<file path="config.mk">
export PLATFORM = sky130hd
export DESIGN_NAME = vc_pop_scheduler
export DESIGN_NICKNAME = d
export VERILOG_FILES = /design/src/rtl/vc_pop_scheduler.sv
export SDC_FILE = /design/constraint.sdc
export NUM_CORES = 1
export LEC_CHECK = 0
export CAP_MARGIN = 20
export CORE_MARGIN = 2
export CORE_UTILIZATION = 27
export DETAILED_ROUTE_END_ITERATION = 10
export GPL_TIMING_DRIVEN = 0
export PLACE_DENSITY = 0.61
export SLEW_MARGIN = 20
export SYNTH_ARGS = -nofsm -noshare
export SYNTH_HDL_FRONTEND = slang
export SYNTH_SLANG_ARGS = --single-unit
</file>
<file path="constraint.sdc">
create_clock -name clk -period 2.3 [get_ports clk]
set_clock_uncertainty 0.05 [all_clocks]
set_input_delay 0.345 -clock clk [delete_from_list [all_inputs] [get_ports clk]]
set_output_delay 0.345 -clock clk [all_outputs]
set_load 0.005 [all_outputs]
</file>
<file path="src/rtl/vc_pop_scheduler.sv">
// ---------------------------------------------------------------------------
// vc_pop_scheduler
//
// Decides each cycle whether to pop the VC0 or the VC1 FIFO that feeds the
// VC-to-destination arbiter. VC0 and VC1 share the destination FIFOs by
// weighted round-robin. Destination credits are tracked so that the D0 and D1
// FIFOs never fill beyond D_THRESH. A word's destination is only known after
// it has been read, so every pop reserves one slot in both destinations
// until the arbiter pushes the word.
//
// Parameters
//   D_THRESH    limit on occupancy plus in-flight words per destination
//   CNT_W       width of the destination occupancy counters
//   VC0_WEIGHT  maximum consecutive VC0 pops while VC1 is waiting (1..7)
//
// Ports
//   clk                           rising-edge clock
//   reset_L                       asynchronous active-low reset
//   VC0_empty, VC1_empty          VC FIFO empty flags
//   D0_push, D1_push              arbiter pushes into D0/D1 (word completed)
//   D0_pop, D1_pop                downstream pops of D0/D1 (credit returned)
//   pop_VC0, pop_VC1              combinational pop strobes, mutually exclusive
//   pop_delay_VC0, pop_delay_VC1  pop strobes delayed one cycle (data valid)
//   occ_D0, occ_D1                tracked destination occupancies
//   idle                          nothing queued, in flight or stored
//   err                           sticky protocol-error flag
// ---------------------------------------------------------------------------
module vc_pop_scheduler #(
    parameter int D_THRESH   = 6,
    parameter int CNT_W      = 4,
    parameter int VC0_WEIGHT = 3
) (
    input  logic             clk,
    input  logic             reset_L,
    input  logic             VC0_empty,
    input  logic             VC1_empty,
    input  logic             D0_push,
    input  logic             D1_push,
    input  logic             D0_pop,
    input  logic             D1_pop,
    output logic             pop_VC0,
    output logic             pop_VC1,
    output logic             pop_delay_VC0,
    output logic             pop_delay_VC1,
    output logic [CNT_W-1:0] occ_D0,
    output logic [CNT_W-1:0] occ_D1,
    output logic             idle,
    output logic             err
);

    localparam int SUM_W = CNT_W + 1;

    logic [1:0]       inflight_reg, inflight_next;
    logic [2:0]       wrr_cnt_reg, wrr_cnt_next;
    logic             pop_delay_vc0_reg, pop_delay_vc1_reg;
    logic             err_reg, err_next;

    logic [SUM_W-1:0] sum_d0, sum_d1;
    logic             ok;
    logic             sel_vc0;
    logic             any_pop;
    logic             completion;
    logic             infl_err;
    logic             dual_push;

    // -----------------------------------------------------------------------
    // Per-destination occupancy counters. Each one holds its value and flags
    // an error rather than wrapping on underflow or overflow.
    // -----------------------------------------------------------------------
    for (genvar gi = 0; gi < 2; gi++) begin : g_dest
        logic             push_i;
        logic             pop_i;
        logic [CNT_W-1:0] occ_reg;
        logic [CNT_W-1:0] occ_next;
        logic             dest_err;

        assign push_i = (gi == 0) ? D0_push : D1_push;
        assign pop_i  = (gi == 0) ? D0_pop  : D1_pop;

        always_comb begin
            occ_next = occ_reg;
            dest_err = 1'b0;
            if (push_i && !pop_i) begin
                if (occ_reg == '1) begin
                    dest_err = 1'b1;
                end else begin
                    occ_next = occ_reg + CNT_W'(1);
                end
            end else if (pop_i && !push_i) begin
                if (occ_reg == '0) begin
                    dest_err = 1'b1;
                end else begin
                    occ_next = occ_reg - CNT_W'(1);
                end
            end else if (pop_i && push_i && occ_reg == '0) begin
                // Count is unchanged, but the pop still named an empty FIFO.
                dest_err = 1'b1;
            end
        end

        always_ff @(posedge clk or negedge reset_L) begin
            if (!reset_L) begin
                occ_reg <= '0;
            end else begin
                occ_reg <= occ_next;
            end
        end
    end

    assign occ_D0 = g_dest[0].occ_reg;
    assign occ_D1 = g_dest[1].occ_reg;

    // -----------------------------------------------------------------------
    // Space check and VC selection
    // -----------------------------------------------------------------------
    always_comb begin
        // Sums are one bit wider than the counters so they cannot wrap.
        sum_d0 = {1'b0, occ_D0} + SUM_W'(inflight_reg);
        sum_d1 = {1'b0, occ_D1} + SUM_W'(inflight_reg);
        ok     = (sum_d0 < SUM_W'(D_THRESH)) && (sum_d1 < SUM_W'(D_THRESH));

        // VC0 wins unless VC1 is waiting and VC0 has used up its weight.
        sel_vc0 = !VC0_empty && (VC1_empty || (wrr_cnt_reg < 3'(VC0_WEIGHT)));

        // The pops are gated by reset_L because the FIFOs share that reset.
        pop_VC0 = reset_L && ok && sel_vc0;
        pop_VC1 = reset_L && ok && !VC1_empty && !sel_vc0;
        any_pop = pop_VC0 || pop_VC1;
    end

    // -----------------------------------------------------------------------
    // Round-robin counter, in-flight tracking and error detection
    // -----------------------------------------------------------------------
    always_comb begin
        wrr_cnt_next = wrr_cnt_reg;
        if (VC1_empty || pop_VC1) begin
            wrr_cnt_next = 3'd0;
        end else if (pop_VC0 && wrr_cnt_reg != 3'd7) begin
            wrr_cnt_next = wrr_cnt_reg + 3'd1;
        end
    end

    always_comb begin
        // A push to both destinations in one cycle completes only one word.
        completion    = D0_push || D1_push;
        dual_push     = D0_push && D1_push;
        infl_err      = completion && (inflight_reg == 2'd0);
        inflight_next = inflight_reg;
        if (any_pop && !completion) begin
            if (inflight_reg != 2'd3) begin
                inflight_next = inflight_reg + 2'd1;
            end
        end else if (completion && !any_pop) begin
            if (inflight_reg != 2'd0) begin
                inflight_next = inflight_reg - 2'd1;
            end
        end
        err_next = err_reg || g_dest[0].dest_err || g_dest[1].dest_err
                   || infl_err || dual_push;
    end

    always_ff @(posedge clk or negedge reset_L) begin
        if (!reset_L) begin
            inflight_reg      <= 2'd0;
            wrr_cnt_reg       <= 3'd0;
            pop_delay_vc0_reg <= 1'b0;
            pop_delay_vc1_reg <= 1'b0;
            err_reg           <= 1'b0;
        end else begin
            inflight_reg      <= inflight_next;
            wrr_cnt_reg       <= wrr_cnt_next;
            pop_delay_vc0_reg <= pop_VC0;
            pop_delay_vc1_reg <= pop_VC1;
            err_reg           <= err_next;
        end
    end

    assign pop_delay_VC0 = pop_delay_vc0_reg;
    assign pop_delay_VC1 = pop_delay_vc1_reg;
    assign err           = err_reg;
    assign idle          = VC0_empty && VC1_empty && (inflight_reg == 2'd0)
                           && (occ_D0 == '0) && (occ_D1 == '0);

endmodule

</file>
==> run metrics <==
status finished with violations; failing checks negative setup slack; Syn Area/Cell 9.869 um^2; layout cells sized above 1 0.2483; core area 4029 um^2; Area contributors post-synth dfrtp_1 35%, ha_1 9.8%, fa_1 7.0%; Inserted Clock Buffers 3; Synth cell types 34; clock share of power 0.163; root buffer cell clkbuf_8; Buf+Inv Stages, Crit Path 2; reg2reg end inflight_reg[0]$_DFFE_PN0P_; Critical Path AT 2.43 ns; R2R depth 12; most common cell after layout, fill and taps aside clkdlybuf4s50_1; post-DP HPWL 1.882 mm; Post-CTS Hold Fix Bufs 0; drt pass-1 iters 5; Synth Net Count 137; Post-Synthesis Cells 116; CP Capture Type primary output; crit path max fanout 4; GPL Wtd Cong 0.8284; Vias/cell 4.955; die span in y 69.12 um; combinational share of power 0.505; Final ANT Viol Nets 0; PwrDens 978.3 nW/um^2; delay-heaviest family, CP simple AND/OR/NAND/NOR gates; fin. max-slew vios 0; Worst slew margin 0.4801; Clock Latency Late Sink 0.25 ns; Flop pwr share 0.331; Synth area leader dfrtp_1; htree depth 1; MaxCap Viol Count 0; clock slew at reported path FFs 0.07 ns; Iter 0 DRT Violations 18; DRC violations left 0; drt wl/cell 13.07 um; via count 986; critical path depth in cells 9; fin crit share 1.227; Worst setup startpoint inflight_reg[0]$_DFFE_PN0P_; Sw Share 0.3762; Sw Pwr 0.5862 mW; total I/O pin count 22; crit path time final 2.822 ns; Setup Crit Path Kind flip-flop to primary output; Worst setup SP type flip-flop; Area growth syn-to-layout 39.13%; Longest Clk Path Bufs 2; vias in the first global route 1012; Lkg Pwr 0.6560 nW; r2r startpoint inflight_reg[0]$_DFFE_PN0P_; async set-reset flop share out of synthesis 1.000; Final Hold Fails 0; Synth Flop Type dfrtp_1; num rows 23; Int Power 0.9721 mW; initial antenna violation count 0; gr ovfl total 0; number of port buffers 20; Worst path slowest cell fa_1; Die ar. 4777 um^2; fin util 0.3953; Cell Area, Synth 1145 um^2; CTS tree yes; hold_ws 0.2314 ns; RSZ-0062 raised after global routing yes; register area share after synthesis 0.3497; synthesis-stage register bit count 16; initial core utilization 0.2842; post-layout net count 171; Yosys warnings 0; EDFF count, synth 0; critical-path cell list and2_4, fa_1, mux2i_1, mux2_4, nand4b_1, or2_4, buf_6, nor3b_4, buf_2; DRT Wirelength 2.601 mm; Total GRT Usage 0.1165; most frequent cells in the layout 17 x clkdlybuf4s50_1, 11 x dfrtp_1, 8 x nand2_1, 8 x ha_1, 8 x buf_4; actual transition at the worst max-transition pin 0.7798 ns; worst min-delay path class input port to asynchronous set/reset pin; largest net degree at the start of global routing 18; global-route wire length before repair 4.678 mm; # clock sinks 16; # setup viols final 6; Fmax 354.3 MHz; Crit path required time 1.90 ns; top cell type's share of synthesized area 0.3497; Final Worst Setup Slack -0.5223 ns; maximum vdd drop 0.0005792 V; Worst path max stage delay 0.47 ns; Die Span X 69.12 um; # diodes 0; capture point of the worst path pop_VC1; FF-to-FF setup slack -0.45 ns
==> worst reg2reg max path, stage by stage (launching register included) <==
cell and delay [ns]:
dfrtp_2 0.43, and2_4 0.15, fa_1 0.47, mux2i_1 0.14, mux2_4 0.16, nand4b_1 0.13
or2_4 0.26, buf_6 0.12, buf_4 0.14, a21oi_2 0.14, ha_4 0.23, o21bai_1 0.14
mux2i_1 0.11
==> per-layer routing <==
layer	GRT usage	vias up	part of all wire
li1	-	489	-
met1	0.1491	483	0.45
met2	0.2062	12	0.51
met3	0.02193	2	0.032
met4	0.01961	0	0.0050
met5	0	-	0
==> final cells by class <==
class / instances / area, um^2
Fill cell: 408 / 2436
Inverter: 1 / 3.754
Clock buffer: 4 / 55.05
Sequential cell: 16 / 406.6
Tap cell: 50 / 62.56
Buffer: 1 / 5.005
Multi-Input combinational cell: 98 / 799.5
Timing Repair Buffer: 29 / 260.3
==> power groups by stage <==
stage	Clock (mW)	Sequential (mW)	Combinational, mW
6_report	0.255	0.517	0.787
3_3_place_gp	0	0.555	0.631
5_1_grt	0.274	0.542	0.885
4_1_cts	0.257	0.513	0.792
2_1_floorplan	0	0.523	0.396
3_5_place_dp	0	0.560	0.660
==> worst min-delay path by stage <==
| stage | start | to | depth (start not counted) |
|---|---|---|---|
| 6_report | reset_L | err$_DFF_PN0_ | 1 |
| 5_1_grt | reset_L | occ_D1[1]$_DFFE_PN0P_ | 1 |
| 4_1_cts | reset_L | err$_DFF_PN0_ | 1 |
| 3_5_place_dp | err$_DFF_PN0_ | err$_DFF_PN0_ | 2 |
| 3_3_place_gp | err$_DFF_PN0_ | err$_DFF_PN0_ | 2 |
| 2_1_floorplan | reset_L | err$_DFF_PN0_ | 0 |
==> per-stage QoR <==
stage	area [um^2]	TNS, ns	std cells	setup WS, ns	total power [mW]
after global routing	1593	-3.189	199	-0.6660	1.701
after CTS	1573	-2.208	199	-0.5386	1.562
final	1593	-2.089	199	-0.5223	1.558
after global placement	1420	-4.333	186	-1.081	1.185
after floorplan	1157	-0.4074	116	-0.1721	0.9190
after detailed placement	1420	-5.013	186	-1.161	1.219
==> synthesized netlist by cell type (3+ instances only) <==
master / instances
mux2_2: 3
nand2b_1: 7
nor2b_1: 4
nand2_1: 8
xnor2_1: 5
xor2_1: 4
a21oi_1: 8
dfrtp_1: 16
o21ai_0: 7
ha_1: 9
nor2_1: 7
fa_1: 4
o21ai_1: 3
==> what timing repair did <==
item                                    CTS  global route
endpoints found under the setup margin    7             9
pin swaps                                 5             0
gates cloned                              0             0
setup buffers                             9             1
gates resized for setup                  19             4
==> kinds of logic after synthesis <==
kind of cell / Yosys count / synth area share
compound gates: 30 / 0.1596
xor+xnor: 9 / 0.06885
fa+ha+maj: 13 / 0.1683
buf+inv: 2 / 0.007643
flops: 16 / 0.3497
mux: 5 / 0.04699
simple gates: 41 / 0.1989
Power figures use the tool's default switching activity.
